<file path="config.mk">
export PLATFORM = sky130hd
export DESIGN_NAME = thor2024_commit_head
export DESIGN_NICKNAME = d
export VERILOG_FILES = /design/src/rtl/thor2024_commit_head.sv
export SDC_FILE = /design/constraint.sdc
export NUM_CORES = 1
export LEC_CHECK = 0
export CAP_MARGIN = 20
export CORE_ASPECT_RATIO = 1.25
export CORE_UTILIZATION = 43
export DETAILED_ROUTE_END_ITERATION = 8
export PLACE_DENSITY = 0.82
export REMOVE_ABC_BUFFERS = 1
export SYNTH_ARGS = -nofsm -noshare
export SYNTH_HDL_FRONTEND = slang
export SYNTH_SLANG_ARGS = --single-unit
</file>
<file path="constraint.sdc">
create_clock -name clk -period 4.6 [get_ports clk]
set_input_delay 0.69 -clock clk [delete_from_list [all_inputs] [get_ports clk]]
set_output_delay 0.69 -clock clk [all_outputs]
set_load 0.02 [all_outputs]
</file>
<file path="src/rtl/thor2024_commit_head.sv">
// ---------------------------------------------------------------------------
// thor2024_commit_head
//
// Commit head of the Thor2024 instruction queue. Looks at the two oldest
// entries (head0, head1) of an 8-entry circular queue and retires up to two
// completed instructions per cycle, in program order. Invalid slots between
// head0 and tail0 (bubbles) are skipped. An excepting instruction at head0
// parks the head in the EXC state until the exception handler acknowledges
// it, and the entry is then dequeued.
//
// Ports
//   clk           sole clock, rising edge
//   rst           asynchronous, active-high reset
//   stall         freezes retirement, skipping, head movement and counting
//   tail0         next enqueue slot (used to tell a bubble from an empty queue)
//   iq_v          per-entry valid
//   iq_done       per-entry result done
//   iq_rfw        per-entry writes-register flag
//   iq_exc        per-entry exception flag
//   iq_tgt        per-entry target register
//   exc_ack       exception handler accepts the pending exception
//   head0, head1  queue head pointers (head1 = head0 + 1 mod 8)
//   commit0_*     register-write commit from head0 this cycle
//   commit1_*     register-write commit from head1 this cycle
//   iq_clr        per-entry dequeue strobe (queue owner clears at next edge)
//   exc_v, exc_id registered pending-exception flag and entry id
//   retired       registered retired-instruction count (wraps)
// ---------------------------------------------------------------------------
module thor2024_commit_head #(
    parameter int CNT_W = 40
) (
    input  logic             clk,
    input  logic             rst,
    input  logic             stall,
    input  logic [2:0]       tail0,
    input  logic [7:0]       iq_v,
    input  logic [7:0]       iq_done,
    input  logic [7:0]       iq_rfw,
    input  logic [7:0]       iq_exc,
    input  logic [7:0][5:0]  iq_tgt,
    input  logic             exc_ack,
    output logic [2:0]       head0,
    output logic [2:0]       head1,
    output logic             commit0_v,
    output logic             commit1_v,
    output logic [5:0]       commit0_tgt,
    output logic [5:0]       commit1_tgt,
    output logic [4:0]       commit0_id,
    output logic [4:0]       commit1_id,
    output logic [7:0]       iq_clr,
    output logic             exc_v,
    output logic [4:0]       exc_id,
    output logic [CNT_W-1:0] retired
);

    typedef enum logic {
        RUN = 1'b0,
        EXC = 1'b1
    } state_t;

    state_t     state;
    logic       ret0;
    logic       ret1;
    logic       exc0;
    logic       skip;
    logic [1:0] adv;

    // 3-bit arithmetic gives the mod-8 wrap for free.
    assign head1 = head0 + 3'd1;

    assign commit0_tgt = iq_tgt[head0];
    assign commit1_tgt = iq_tgt[head1];
    assign commit0_id  = {2'b00, head0};
    assign commit1_id  = {2'b00, head1};

    // NOTE: every signal driven from always_comb is given a default first,
    // so no path through the case/if leaves it unassigned (no latch).
    always_comb begin
        ret0   = 1'b0;
        ret1   = 1'b0;
        exc0   = 1'b0;
        skip   = 1'b0;
        iq_clr = 8'h00;
        if (state == RUN && !stall) begin
            exc0 = iq_v[head0] & iq_done[head0] & iq_exc[head0];
            ret0 = iq_v[head0] & iq_done[head0] & ~iq_exc[head0];
            // head1 only retires behind head0 to keep program order.
            ret1 = ret0 & iq_v[head1] & iq_done[head1] & ~iq_exc[head1];
            // An invalid head0 with entries still behind it is a bubble;
            // with head0 == tail0 the queue is simply empty.
            skip = ~iq_v[head0] & (head0 != tail0);
            iq_clr[head0] = ret0;
            iq_clr[head1] = ret1;
        end else if (state == EXC) begin
            iq_clr[head0] = exc_ack;
        end
    end

    assign commit0_v = ret0 & iq_rfw[head0];
    assign commit1_v = ret1 & iq_rfw[head1];
    assign adv       = {1'b0, ret0} + {1'b0, ret1};

    // NOTE: sequential state uses non-blocking assignments so every register
    // samples pre-edge values, independent of statement order.
    always_ff @(posedge clk or posedge rst) begin
        if (rst) begin
            state   <= RUN;
            head0   <= 3'd0;
            exc_v   <= 1'b0;
            exc_id  <= 5'd0;
            retired <= '0;
        end else begin
            case (state)
                RUN: begin
                    if (!stall) begin
                        if (exc0) begin
                            exc_v  <= 1'b1;
                            exc_id <= {2'b00, head0};
                            state  <= EXC;
                        end else if (skip) begin
                            head0 <= head0 + 3'd1;
                        end else begin
                            head0   <= head0 + 3'(adv);
                            retired <= retired + CNT_W'(adv);
                        end
                    end
                end
                EXC: begin
                    // The handler's acknowledge is honoured even under stall.
                    if (exc_ack) begin
                        head0 <= head0 + 3'd1;
                        exc_v <= 1'b0;
                        state <= RUN;
                    end
                end
                default: state <= RUN;
            endcase
        end
    end

endmodule

</file>
# Word-level counts from Yosys, hierarchy flattened

Index checks and enable logic that the tools add are counted.

Memory bits (read-only): 0
Latch bits: 0
Word-level logic and storage cells: 88
Memories kept: 0
Register bits after elaboration: 48
Input bits: 87
RAM bits: 0

Bitwise logic cells: 18
Multipliers: 0
Multiplexer cells: 44
Shift-type cells: 0
Div/mod/pow operators: 0
Reductions and logical operators: 8
$add $sub $neg: 4
Order comparisons: 4
Equality and inequality tests: 5

Operator list:

| cell                                                               | count |
|---|---|
| adder 40 x 2 -> 40 bit                                             | 1 |
| binary-select mux 6 bit (select 3 bit)                             | 2 |
| binary-select mux 1 bit (select 3 bit)                             | 8 |
| 2-to-1 mux 1 bit                                                   | 20 |
| bitwise AND 8 bit                                                  | 2 |
| 2-to-1 mux 8 bit                                                   | 2 |
| 2-to-1 mux 3 bit                                                   | 4 |
| 2-to-1 mux 6 bit                                                   | 2 |
| bitwise AND 1 bit                                                  | 9 |
| AND reduction 3 bit                                                | 3 |
| bitwise mux 8 bit                                                  | 1 |
| less-than comparator 3 x 4 -> 1 bit (second input constant)        | 2 |
| inequality test 2 bit (second input constant)                      | 4 |
| NOT 1 bit                                                          | 7 |
| demux 1 bit (select 3 bit)                                         | 2 |
| greater-or-equal comparator 3 x 1 -> 1 bit (second input constant) | 2 |
| case mux 3 bit (2 select lines)                                    | 1 |
| case mux 1 bit (2 select lines)                                    | 2 |
| AND reduction 4 bit                                                | 1 |
| adder 3 x 1 -> 3 bit (second input constant)                       | 1 |
| adder 3 x 2 -> 3 bit                                               | 1 |
| logical AND 1 bit                                                  | 3 |
| inequality test 3 bit                                              | 1 |
| adder 1 x 1 -> 2 bit                                               | 1 |
| logical NOT 1 bit                                                  | 1 |

# Depth between registers and ports, before layout

Depth after elaboration: 14
Gate-level depth with buffers: 16

# Worst setup path before layout

Ideal clock, no wire load.

Kind: register to output
Start point: register head0[0]
End point: output iq_clr[1]
Slack: 0.653 ns
Data arrival time: 3.257 ns
Stages on the path, launching flop included: 11
Path buffers: 2
Cells stage by stage: dfrtp_1 ha_1 clkbuf_1 mux2_2 a31o_2 a2111o_1 or2_1 buf_6 nor2_1 nand2_1 o21ai_0

RTL lines:

| element                                | RTL line | RTL |
|---|---|---|
| start: declaration                     | 42       | `output logic [2:0] head0,` |
| start signal: assignment               | 121      | `head0 <= head0 + 3'd1;` |
| start signal: assignment               | 123      | `head0 <= head0 + 3'(adv);` |
| start signal: assignment               | 131      | `head0 <= head0 + 3'd1;` |
| adder 3 x 1 -> 3 bit (*)               | 69       | `assign head1 = head0 + 3'd1;` |
| net commit1_id[1]                      | 49       | `output logic [4:0] commit1_id,` |
| binary-select mux 1 bit (select 3 bit) | 88       | `ret1 = ret0 & iq_v[head1] & iq_done[head1] & ~iq_exc[head1];` |
| 2-to-1 mux 1 bit (implied by the code) | 88       |  |
| bitwise AND 1 bit (3 in series)        | 88       |  |
| bitwise mux 8 bit (*)                  | 93       | `iq_clr[head1] = ret1;` |
| 2-to-1 mux 8 bit (*)                   | 84       | `if (state == RUN && !stall) begin` |
| end: declaration                       | 50       | `output logic [7:0] iq_clr,` |

Mark *: on every way through the listed nets, which the timed path passes. The rest lies on a longest branch. The select of a mux whose other input is x is not followed.

# Final worst setup path

Start point: input iq_exc[1]
End point: output iq_clr[1]

Longest elaborated chain between the ends: 9

RTL lines:

| element                                | RTL line | RTL |
|---|---|---|
| start: declaration                     | 39       | `input logic [7:0] iq_exc,` |
| binary-select mux 1 bit (select 3 bit) | 86       | `ret0 = iq_v[head0] & iq_done[head0] & ~iq_exc[head0];` |
| 2-to-1 mux 1 bit (implied by the code) | 86       |  |
| NOT 1 bit                              | 86       |  |
| bitwise AND 1 bit                      | 86       |  |
| bitwise AND 1 bit (3 in series)        | 88       |  |
| bitwise mux 8 bit (*)                  | 93       |  |
| 2-to-1 mux 8 bit (*)                   | 84       |  |

Mark *: on every way between the ends. The rest lies on a longest branch, timed or not. The select of a mux whose other input is x is not followed.

==> impl_metrics.json <==
{
  "run_status": "finished clean",
  "worst-slew-pin-transition_ns": 0.732,
  "placementRows": 38,
  "hold_class": "flop to flop",
  "die_height_um": 109,
  "total_of_endpoints_with_negative_setup_slack_in_the_final_report": 0,
  "pre_cts_ws_ns": 0.245,
  "num_ports": 171,
  "synth-edff-count": 0,
  "yosysSeqAreaShare": 0.305,
  "synth_area_per_cell_um2": 9.71,
  "drt_pre_antenna_iters": 4,
  "tritoncts": "built",
  "initial_utilization": 0.447,
  "post-cts-setup-buffer-count": 0,
  "timing.final.ws_setup_ns": 0.258,
  "cts_max_path_buffers": 2,
  "vdd_drop_max_mv": 0.237,
  "final_hold_viol_count": 0,
  "critPathKind": "input port to primary output",
  "rsz_0062_raised_after_global_routing": "false",
  "whs_path_depth": 1,
  "post_cts_hold_buffer_count": 0,
  "cts_buf_count": 5,
  "finalCritPeriodShare": 0.944,
  "place.port_buffers": 164,
  "rr_endpoint": "retired[30]",
  "n_fill_cell": 701,
  "max-cap-violations": 0,
  "unique_masters_post_synth": 61,
  "finalMaxSlewViolations": 0,
  "required_ns": 3.91,
  "drt_wl_total_um": 12500,
  "detailroute.via_count": 3886,
  "worst_path_clk_slew_ns": 0.09,
  "syn-instance-count": 405,
  "overflow": 0,
  "gp_routability_congestion": 0.875,
  "cts_repair_resize_count": 0,
  "ys_ff_latch": 48,
  "post_drt_wl_per_cell_um": 18.4,
  "power.leakage_uw": 0.00241,
  "clock_tree.htree_level_count": 2,
  "power-per-cell-area_nw_per_um2": 539,
  "worst_ep_arrival_time_ns": 3.65,
  "worst_hold_path.endpoint": "retired[33]",
  "drt_iter0_drc": 156,
  "post_synth_instance_area_um2": 3930,
  "reg_to_reg_setup_timing_slack_ns": 0.84,
  "wire_length_of_the_first_global_routing_pass_um": 19300,
  "drc": 0,
  "grt_use_total": 0.263,
  "clock_insertion_delay_worst_skew_ns": 0.30,
  "worst_r2r_path_depth": 13,
  "fmax_mhz": 230,
  "skew_ns": 0.00549,
  "fp.coreArea_um2": 8800,
  "slew_headroom": 0.508,
  "final_antenna_net_count": 0,
  "layout_min_cycle_time_ns": 4.34,
  "layoutNonFillerInstCount": 682,
  "fin_nets": 652,
  "fp.dieArea_um2": 9540,
  "via_count_of_the_first_global_routing_pass": 3908,
  "hold_start": "retired[33]",
  "clock-sinks": 48,
  "dieWidth_um": 87.6,
  "clockRootBuffer": "sky130_fd_sc_hd__clkbuf_8",
  "postSynth.topFlopCell": "sky130_fd_sc_hd__dfrtp_1",
  "vias_per_cell": 5.70,
  "grt_start_max_net_pins": 49,
  "number_of_antenna_violations_at_the_first_check_in_global_routing": 3,
  "critical_path.reg2reg.startpoint": "head0[0]",
  "worstSetupStartpointType": "input port",
  "yosys_warnings": 0,
  "path_max_fanout": 4,
  "flow.area_growth_from_synthesis_pct": 46.4,
  "place.detailed.instances": 672,
  "layout-drive-gt1-share": 0.134,
  "place.detailed.hpwl_um": 9620,
  "postSynth.asyncResetShare": 1.00,
  "capturing_element_type_of_the_critical_path": "primary output"
}
## critical path, cell delays in order
cell	delay (ns)
sky130_fd_sc_hd__clkdlybuf4s50_1	0.46
sky130_fd_sc_hd__mux2_1	0.30
sky130_fd_sc_hd__a221o_1	0.36
sky130_fd_sc_hd__a2111o_1	0.44
sky130_fd_sc_hd__or2_1	0.28
sky130_fd_sc_hd__nor2_1	0.22
sky130_fd_sc_hd__nand2_1	0.09
sky130_fd_sc_hd__o21ai_0	0.18
sky130_fd_sc_hd__clkdlybuf4s50_1	0.63
## metrics by stage
| stage | hold slack, ns | power [µW] | instance area (µm²) | TNS, ns | utilization |
|---|---|---|---|---|---|
| finish | 0.492 | 3100 | 5760 | 0 | 0.655 |
| global route | 0.514 | 3300 | 5760 | 0 | 0.654 |
| CTS | 0.496 | 3110 | 5740 | 0 | 0.652 |
| detailed placement | 0.481 | 2840 | 5640 | 0 | 0.642 |
| global placement | 0.464 | 2800 | 5640 | 0 | 0.642 |
| floorplan | 0.555 | 1930 | 3740 | -23.82 | - |
## sequential cells by signal, indices dropped and copies added (netlist names)
name,cells
state,1
exc_id,3
head0,3
retired,40
exc_v,1
## per-layer routing
| layer | part of all wire | wire length [µm] | global-route usage | vias up |
|---|---|---|---|---|
| li1 | - | - | - | 1786 |
| met3 | 0.089 | 1110 | 0.0651 | 25 |
| met4 | 0.019 | 236 | 0.0785 | 4 |
| met2 | 0.51 | 6330 | 0.466 | 165 |
| met5 | 0.0020 | 25 | 0 | - |
| met1 | 0.38 | 4810 | 0.311 | 1906 |
## kinds of logic after synthesis
group                      synth area share
and+or+nand+nor                       0.216
DFF                                   0.305
buffers and inverters                0.0662
muxes                                 0.186
xor gates and xnor gates              0.100
adders and majority gates            0.0219
other                              0.000953
AOI/OAI and AO/OA                     0.104
## worst max path at each step
stage	from	end	slack (ns)	cells past startpoint
3_3_place_gp	iq_exc[1]	iq_clr[6]	0.36	9
2_1_floorplan	head0[0]	iq_clr[1]	-0.95	7
4_1_cts	iq_exc[1]	iq_clr[1]	0.24	9
5_1_grt	head0[0]	iq_clr[1]	0.04	11
3_5_place_dp	iq_exc[1]	iq_clr[1]	0.25	9
6_report	iq_exc[1]	iq_clr[1]	0.26	9
## where the power goes
| group | switching [µW] | total [µW] | leakage [µW] | internal (µW) |
|---|---|---|---|---|
| clock network | 145 | 265 | 0.0000510 | 120 |
| logic | 1210 | 2310 | 0.00171 | 1100 |
| registers | 61.1 | 528 | 0.000645 | 467 |
| total | 1410 | 3100 | 0.00241 | 1690 |
## cell type report
| class | count | area [µm²] | area share |
|---|---|---|---|
| Sequential cell | 48 | 1200 | 0.209 |
| Clock buffer | 6 | 82.6 | 0.0143 |
| Antenna cell | 1 | 2.50 | 0.000435 |
| Multi-Input combinational cell | 313 | 2490 | 0.433 |
| Tap cell | 120 | 150 | 0.0261 |
| Inverter | 12 | 45.0 | 0.00782 |
| Clock inverter | 2 | 10.0 | 0.00174 |
| Timing Repair Buffer | 180 | 1770 | 0.308 |
## cells in the final DEF (no fill, tap or decap), types with 9 or more instances in the layout
master / instances
sky130_fd_sc_hd__and3_1: 12
sky130_fd_sc_hd__buf_4: 15
sky130_fd_sc_hd__clkdlybuf4s50_1: 164
sky130_fd_sc_hd__dfrtp_1: 47
sky130_fd_sc_hd__inv_1: 10
sky130_fd_sc_hd__mux2_2: 19
sky130_fd_sc_hd__mux2i_1: 10
sky130_fd_sc_hd__mux4_2: 18
sky130_fd_sc_hd__nand2_1: 35
sky130_fd_sc_hd__nand3_1: 31
sky130_fd_sc_hd__nor2_1: 16
sky130_fd_sc_hd__nor2b_1: 9
sky130_fd_sc_hd__nor3_1: 12
sky130_fd_sc_hd__o21ai_0: 12
sky130_fd_sc_hd__xnor2_1: 26
sky130_fd_sc_hd__xor2_1: 19
## synthesized netlist by cell type (3+ instances only)
| master | number | area (µm²) |
|---|---|---|
| sky130_fd_sc_hd__buf_2 | 4 | 20.0 |
| sky130_fd_sc_hd__a21oi_1 | 6 | 30.0 |
| sky130_fd_sc_hd__mux2i_1 | 10 | 100 |
| sky130_fd_sc_hd__dfrtp_1 | 48 | 1200 |
| sky130_fd_sc_hd__xnor2_1 | 26 | 228 |
| sky130_fd_sc_hd__mux4_2 | 18 | 405 |
| sky130_fd_sc_hd__inv_1 | 11 | 41.3 |
| sky130_fd_sc_hd__nand3_1 | 31 | 155 |
| sky130_fd_sc_hd__a31o_2 | 4 | 35.0 |
| sky130_fd_sc_hd__nor4_4 | 3 | 63.8 |
| sky130_fd_sc_hd__mux2_2 | 19 | 214 |
| sky130_fd_sc_hd__nand2_1 | 35 | 131 |
| sky130_fd_sc_hd__nor2_1 | 16 | 60.1 |
| sky130_fd_sc_hd__a211oi_1 | 3 | 22.5 |
| sky130_fd_sc_hd__ha_1 | 5 | 62.6 |
| sky130_fd_sc_hd__nor3_1 | 12 | 60.1 |
| sky130_fd_sc_hd__nor4_1 | 3 | 18.8 |
| sky130_fd_sc_hd__nand4b_1 | 4 | 35.0 |
| sky130_fd_sc_hd__clkbuf_1 | 14 | 52.6 |
| sky130_fd_sc_hd__a22oi_1 | 6 | 45.0 |
| sky130_fd_sc_hd__xor2_1 | 19 | 166 |
| sky130_fd_sc_hd__a221o_1 | 4 | 40.0 |
| sky130_fd_sc_hd__and2_1 | 5 | 31.3 |
| sky130_fd_sc_hd__o31ai_1 | 3 | 22.5 |
| sky130_fd_sc_hd__and3_1 | 12 | 75.1 |
| sky130_fd_sc_hd__o21ai_0 | 12 | 60.1 |
| sky130_fd_sc_hd__buf_4 | 15 | 113 |
| sky130_fd_sc_hd__nor2b_1 | 9 | 56.3 |
| sky130_fd_sc_hd__nand4_1 | 6 | 37.5 |
| sky130_fd_sc_hd__and4_1 | 4 | 35.0 |
(Power assumes the default switching activity.)
==> edit: new RTL, same settings <==
Change the parameter `CNT_W` from 40 to 20.
--- a/src/rtl/thor2024_commit_head.sv
+++ b/src/rtl/thor2024_commit_head.sv
@@ -29,3 +29,3 @@
 module thor2024_commit_head #(
-    parameter int CNT_W = 40
+    parameter int CNT_W = 20
 ) (
Interface: changed (resized retired); port bits go from 171 to 151. No check against the original RTL was run, so the function may have changed too.
==> edit against the unedited design <==
  * Sequential cell count fell by 20
  * Utilization increased by 1.1 points
  * Worst setup slack improved by 16 ps
  * Power fell by 14%
  * Area after synthesis is 21% lower
  * Highest routed layer is now met4
  * Critical path type is now flop to primary output
  * Die area fell by 21%
  * Design area shrank 19%
  * Wire length is 23% lower
==> edit: results (changes against the unedited design) <==
stage;metric;value;unit;change
outcome;status;finished, final reports clean;;
timing;clock skew;5.662;ps;+0.1673 ps
cells_and_area;Multi-In Gates;266;;-15%
global_route;routing usage on met3;5.634;%;-0.88 points
min_path;hold endpoint;retired[19];;
cells_and_area;Layout clock area frac;0.9701;%;-0.64 points
cells_and_area;Seq area share;15.12;%;-5.8 points
synthesis;most instantiated cells after synthesis;nand2_1, dfrtp_1, xor2_1, nor2_1, buf_4;;
cells_and_area;multi-input logic area;2190;um2;-12%
cells_and_area;number of nets in the layout;555;;-15%
route;initial DRC count;210;;+35%
power;Leakage Power;1.857;nW;-23%
cells_and_area;Non-clk invs;8;;-4
setup_path;critical path peak fanout;18;;+14
cts;Clock Latency Late Sink;280;ps;-20 ps
cells_and_area;nonclk buf count;156;;-13%
route;vias per cell;5.877;;+3.1%
synthesis;Area contributors post-synth;dfrtp_1, mux4_2, xor2_1;;
setup_path;reg2reg end;retired[18];;
power;worst vdd ir;0.5748;mV;+140%
synthesis;Netlist cell types;59;;-3.3%
cells_and_area;n_diodes;0;;-1
global_route;vias in the first global route;3336;;-15%
synthesis;Mean Syn Cell Area;9.361;um2;-3.6%
global_route;M1 GR Usage;31.38;%;+0.28 points
global_route;initial antenna violation count;0;;-3
setup_path;worst reg2reg path startpoint;head0[2];;
global_route;first-pass GRT wire length;15920;um;-18%
cells_and_area;share of cells above drive strength 1;13.85;%;+0.48 points
placed_design;Buffers on Ports;144;;-12%
placed_design;DP Wirelength;7582;um;-21%
global_route;grt met2 use;44.94;%;-1.7 points
route;WL final;9686;um;-23%
setup_path;CP top delay family;simple AND/OR/NAND/NOR gates;;
setup_path;R2R setup slack;980;ps;+140 ps
placed_design;dpl cell area;4571;um2;-19%
timing;max_slew headroom;49.31;%;-1.5 points
cells_and_area;NonClk Buf Share;33.68;%;+2.9 points
placed_design;RD Place Congestion;0.8837;;+1.0%
synthesis;Seq/Total Area, Yosys;22.54;%;-8.0 points
cts;CTS sink count;28;;-42%
placed_design;placed insts;547;;-19%
global_route;largest net degree at the start of global routing;45;;-8.2%
cells_and_area;number of fill cells;563;;-20%
cts;Clock Pin Slew Worst Setup and Hold Paths;100;ps;
cells_and_area;biggest regs;retired: 20 flops, exc_id: 3 flops, head0: 3 flops;;
setup_path;worst reg-to-reg path cell count;12;;-1
cts;H-tree level count;1;;-1
cts;CTS Buf Count;3;;-2
cells_and_area;CLK BUF;4;;-2
## edit: cell count changes in the layout (fill, tap and decap cells not counted), moves of 9 or more
cell             before  now
and3_1               12    3
clkdlybuf4s50_1     164  144
dfrtp_1              47   27
nand3_1              31   14
xnor2_1              26    1
## edit: worst max-delay path by stage
stage,from,to,slack (ps),depth (start not counted)
after global placement,iq_v[0],iq_clr[3],500,9
after CTS,head0[0],iq_clr[3],300,9
final,head0[0],iq_clr[3],270,9
after floorplan,head0[0],iq_clr[2],-920,8
after global routing,head0[0],iq_clr[3],30,9
after detailed placement,iq_v[4],iq_clr[3],420,9
## edit: cells by family (layout without fill, tap and decap cells)
| family | after synthesis | count (layout) | synth area share (%) |
|---|---|---|---|
| buf+inv | 43 | 168 | 7.608 |
| flops | 28 | 28 | 22.54 |
| fa+ha+maj | 5 | 5 | 2.013 |
| other cells | 1 | 6 | 0.1207 |
| simple gates | 129 | 129 | 26.21 |
| mux | 37 | 37 | 18.08 |
| compound gates | 64 | 64 | 16.14 |
| xor+xnor | 25 | 25 | 7.287 |
## edit: per-layer routing
metal / share of wire, % / up-vias / wire (um)
met5: 0 / - / 0
met4: 2.0 / 0 / 197
met3: 9.9 / 16 / 955
met2: 50 / 169 / 4886
met1: 38 / 1544 / 3646
li1: - / 1515 / -
## edit: through the flow
step	hold slack, ps	utilization [%]	power, mW	worst slack [ps]
2_1_floorplan	577.7	-	1.706	-922.9
6_report	476.3	66.55	2.680	273.5
3_3_place_gp	464.7	65.51	2.507	502.6
3_5_place_dp	464.7	65.51	2.531	416.2
4_1_cts	480.2	66.16	2.683	298.3
5_1_grt	503.0	66.55	2.859	26.16
## edit: where the power goes
group	internal, mW	switching [mW]
sequential	0.290	0.0512
combinational	0.995	1.21
clock	0.0622	0.0763
